**config.mk**
```make
export PLATFORM = sky130hd
export DESIGN_NAME = ysyx_22040729_ifu
export DESIGN_NICKNAME = d
export VERILOG_FILES = /design/src/rtl/ysyx_22040729_ifu_pkg.sv /design/src/rtl/ysyx_22040729_ifu.sv
export SDC_FILE = /design/constraint.sdc
export NUM_CORES = 1
export LEC_CHECK = 0
export BUFFER_PORTS_ARGS = -buffer_cell sky130_fd_sc_hd__buf_2
export CAP_MARGIN = 30
export CORE_ASPECT_RATIO = 1.2
export CORE_UTILIZATION = 40
export CTS_CLUSTER_SIZE = 20
export DETAILED_ROUTE_END_ITERATION = 12
export PLACE_DENSITY = 0.69
export SLEW_MARGIN = 20
export SYNTH_ARGS = -nofsm -noshare
export SYNTH_HDL_FRONTEND = slang
export SYNTH_SLANG_ARGS = --single-unit
```
**constraint.sdc**
```tcl
create_clock -name clk -period 6.5 [get_ports clk]
set_input_delay 0.975 -clock clk [delete_from_list [all_inputs] [get_ports clk]]
set_output_delay 0.975 -clock clk [all_outputs]
set_load 0.01 [all_outputs]
```
**src/rtl/ysyx_22040729_ifu_pkg.sv**
```systemverilog
// Shared encodings and constants for the instruction fetch unit.
package ysyx_22040729_ifu_pkg;

    typedef enum logic [1:0] {
        S_REQ  = 2'd0,
        S_WAIT = 2'd1,
        S_OUT  = 2'd2
    } ifu_state_t;

    localparam logic [31:0] NOP_INST   = 32'h0000_0013;
    localparam int unsigned INST_BYTES = 4;

endpackage

```
**src/rtl/ysyx_22040729_ifu.sv**
```systemverilog
// Instruction fetch unit: owns the PC, issues one outstanding fetch, hands words to decode.
// Optional misaligned-PC trap path enabled by defining YSYX_22040729_IFU_MISALIGN_EN.
module ysyx_22040729_ifu
    import ysyx_22040729_ifu_pkg::*;
#(
    parameter int unsigned              ADDR_WIDTH = 64,
    parameter int unsigned              INST_WIDTH = 32,
    parameter logic [ADDR_WIDTH-1:0]    RESET_PC   = 64'h8000_0000
) (
    input  logic                    clk,
    input  logic                    rst,
    input  logic                    redirect_valid,
    input  logic [ADDR_WIDTH-1:0]   redirect_pc,
    output logic                    imem_req_valid,
    input  logic                    imem_req_ready,
    output logic [ADDR_WIDTH-1:0]   imem_req_addr,
    input  logic                    imem_rsp_valid,
    input  logic [INST_WIDTH-1:0]   imem_rsp_data,
    output logic                    inst_valid,
    input  logic                    inst_ready,
    output logic [INST_WIDTH-1:0]   inst,
    output logic [ADDR_WIDTH-1:0]   inst_pc,
    output logic                    inst_misaligned
);

`ifdef YSYX_22040729_IFU_MISALIGN_EN
    localparam bit MISALIGN_EN = 1'b1;
`else
    localparam bit MISALIGN_EN = 1'b0;
`endif

    ifu_state_t            state, state_nxt;
    logic [ADDR_WIDTH-1:0] pc;
    logic                  drop;
    logic                  mis_q;
    logic                  misal;
    logic                  req_fire;

    // A misaligned PC never reaches memory; it is reported to decode instead.
    assign misal    = MISALIGN_EN && (pc[1:0] != 2'b00);
    assign req_fire = imem_req_valid && imem_req_ready;

    always_ff @(posedge clk) begin
        if (rst) state <= S_REQ;
        else     state <= state_nxt;
    end

    always_comb begin
        state_nxt = state;
        case (state)
            S_REQ: begin
                if (req_fire)                      state_nxt = S_WAIT;
                else if (misal && !redirect_valid) state_nxt = S_OUT;
            end
            S_WAIT: begin
                if (imem_rsp_valid)
                    state_nxt = (redirect_valid || drop) ? S_REQ : S_OUT;
            end
            S_OUT: begin
                if (redirect_valid || inst_ready) state_nxt = S_REQ;
            end
            default: state_nxt = S_REQ;
        endcase
    end

    always_comb begin
        imem_req_valid = (state == S_REQ) && !rst && !misal;
        imem_req_addr  = pc;
    end

    assign inst_valid      = (state == S_OUT);
    assign inst_misaligned = mis_q && MISALIGN_EN;

    // drop marks an accepted request whose response must be swallowed after a redirect.
    always_ff @(posedge clk) begin
        if (rst) begin
            pc      <= RESET_PC;
            drop    <= 1'b0;
            inst    <= INST_WIDTH'(NOP_INST);
            inst_pc <= '0;
            mis_q   <= 1'b0;
        end else begin
            case (state)
                S_REQ: begin
                    if (redirect_valid) begin
                        pc   <= redirect_pc;
                        drop <= req_fire;
                    end else if (misal) begin
                        inst    <= INST_WIDTH'(NOP_INST);
                        inst_pc <= pc;
                        mis_q   <= 1'b1;
                    end
                end
                S_WAIT: begin
                    if (redirect_valid) begin
                        pc   <= redirect_pc;
                        drop <= !imem_rsp_valid;
                    end else if (imem_rsp_valid) begin
                        if (drop) begin
                            drop <= 1'b0;
                        end else begin
                            inst    <= imem_rsp_data;
                            inst_pc <= pc;
                        end
                    end
                end
                S_OUT: begin
                    if (redirect_valid) begin
                        pc    <= redirect_pc;
                        mis_q <= 1'b0;
                    end else if (inst_ready) begin
                        pc    <= pc + ADDR_WIDTH'(INST_BYTES);
                        mis_q <= 1'b0;
                    end
                end
                default: ;
            endcase
        end
    end

endmodule

```
==> metrics.txt <==
post-DP HPWL 17.2 mm; Buf+Inv Stages, Crit Path 0; Synth Area in Simple Gates 30.1%; status finished, final reports clean; htree depth 4; area share of the largest cell type after synthesis 42.4%; post-synthesis mux area share 1.69%; cell mode on critical path and4_1; grt met2 use 40.6%; Post-Synth XOR/XNOR Area 0%; Worst Path Required 6790 ps; core area 0.0189 mm²; routability cong. 0.867; Starting Density 40.8%; first-pass GRT wire length 39.7 mm; Max Clock Skew 14.9 ps; main combinational cell family by area after synthesis simple AND/OR/NAND/NOR gates; f_max 370 MHz; fin cells 1,520; DIE HEIGHT 154 µm; final setup violation count 0; dominant cell type by area after synthesis dfxtp_1; layout cells sized above 1 25.4%; WHS 450 ps; Hold WC Path Type reg -> reg; clock-pin slew on the worst setup and hold paths 80 ps; Setup Fix Bufs, Post-CTS 0; crit path cell chain and4_1 -> and4_1 -> nand2_1 -> nor4_2 -> mux2i_1 -> o22ai_1; Sink Count 163; FP Rows 55; DRT Pass-1 Iters 5; r2r setup slk 3800 ps; clk_lat worst skew 440 ps; most numerous cell in the Yosys netlist nand2_1; Worst R2R End imem_req_addr[60]; Post-CTS Resized 0; initial DRC count 647; Synth Area in Compound Gates 20.7%; pin count of the biggest net entering global routing 98; Most Used Layer, Global Route met2; Slowest-stage cell, CP nor4_2; cell count after synthesis 1,051; synth warn 0; Tot GR Track Use 25.2%; Via density 5.52; num ports 265; CP Max Fanout 9; hold_buf cts 0; Max-Cap Viols 0; die outline area 0.0198 mm²; Hold Violations, Final 0; worst path arrival time 3000 ps; CTS tree built; reg2reg path depth 6; Fin Setup TNS 0 ps; antenna violations before repair 1; via count 8,388; WS Path Type reg -> reg; Final Slew Violations 0; total grt overflow 0; Top delay family on crit path simple AND/OR/NAND/NOR gates; Area contributors post-synth dfxtp_1 (42%), nand2_1 (13%), a21oi_1 (9.9%); CTS max path bufs 2; Commonest cells post-synth nand2_1 (270), dfxtp_1 (163), a21oi_1 (152), clkbuf_1 (81), nor2_1 (51); R2R Path Start imem_req_addr[8]; Post-synth EDFFs 0; worst-margin pin slew 923 ps; crit start category flip-flop; mean area per synthesized cell 7.33 µm²; Post-Place Cells 1,486; DRC 0; min-delay src inst_pc[3]; CP peak stage delay 640 ps; Final nets 1,353; FILL cells 1,934; synthesized-area fraction occupied by adder cells 0.162%; Power Total 2310 µW; RSZ-0062 raised after global routing no; Async SR Flop Fraction 0%; worst relative slew slack 38.5%; Synth Net Count 1,154; WHS Path Cells 2; routed len/inst 16.7 µm; sequential-to-total area share from yosys stat 42.4%; vias in the first global route 7,467; Final min period 2700 ps; Setup crit end kind flip-flop; Synth Register Bits 163; final WL 25.3 mm; met3 Usage GRT 3.41%; die extent in x 129 µm; post-route ant nets 0; met1 GRT Util 33.7%; Leakage 0.00394 µW; total CTS buffers 17; Buffers on Ports 263; cell area power density 238 mW/mm²; area delta synth->final 26.0%; Min-Delay Endpoint inst_pc[3]; Final period util 41.6%; Post-Syn Area 0.00770 mm²; Synth Flop Type dfxtp_1; Max VDD drop 0.183 mV; CTS Root Cell clkbuf_16; Netlist cell types 57
-- placed cells by master, fill, tap and decap left out, types with 11 or more instances in the layout --
cell type  instances
nor3_1            23
nand2_1          270
a22oi_1           14
nand4_1           25
nand3_1           34
o22ai_1           16
nor2_1            51
o21ai_0           37
nor4_1            22
dfxtp_1          163
clkbuf_16         17
a31oi_1           11
mux2i_1           13
a21oi_1          151
and3_1            22
buf_2            262
-- power by group --
group          switching (µW)  internal (µW)
logic                     128           92.3
clock network             480            515
registers                62.2           1030
total                     670           1640
-- worst max path at each step --
stage / startpoint / end / cells past startpoint
floorplan: rst / imem_req_valid / 4
global placement: rst / imem_req_addr[59] / 6
detailed placement: rst / imem_req_addr[59] / 6
CTS: rst / imem_req_addr[59] / 6
global route: imem_req_addr[2] / imem_req_addr[62] / 7
finish: imem_req_addr[8] / imem_req_addr[60] / 6
-- state kept, by name, summed over array words and instances (netlist names) --
| name | cells |
|---|---|
| inst | 32 |
| state | 2 |
| inst_pc | 64 |
| imem_req_addr | 64 |
| drop | 1 |
-- worst register-to-register path, cell delays in order (launching register included) --
cell,delay [ps]
dfxtp_1,530
and4_1,470
and4_1,350
nand2_1,230
nor4_2,650
mux2i_1,260
o22ai_1,90
-- routing by layer --
metal	vias to the layer above	wire [µm]
li1	4109	-
met1	3898	11200
met2	337	12000
met3	44	1510
met4	0	633
met5	-	0
-- logic make-up after synthesis --
logic type	Yosys count
AO/OA/AOI/OAI	276
adder cells (fa/ha/maj)	1
flip-flops	163
AND/OR/NAND/NOR	499
buffers and inverters	98
other	1
multiplexers	13
-- through the flow --
step                setup WS, ps  instance area, µm²  utilization, %
floorplan                   3690                7700               -
global placement            3330                9080            48.1
detailed placement          3330                9080            48.1
CTS                         3780                9670            51.3
global route                3580                9700            51.5
finish                      3800                9700            51.5
-- cell type report --
class	count	area, µm²	share of cell area [%]
multi-input cells	790	4090	42.2
clock inverters	15	168	1.73
inverters	6	22.5	0.232
repair buffers	272	1410	14.5
clock buffers	17	425	4.38
flip-flops and latches	163	3260	33.6
well taps	256	320	3.30
diodes	1	2.50	0.0258
Note: power is estimated with default switching activity, not from simulation.
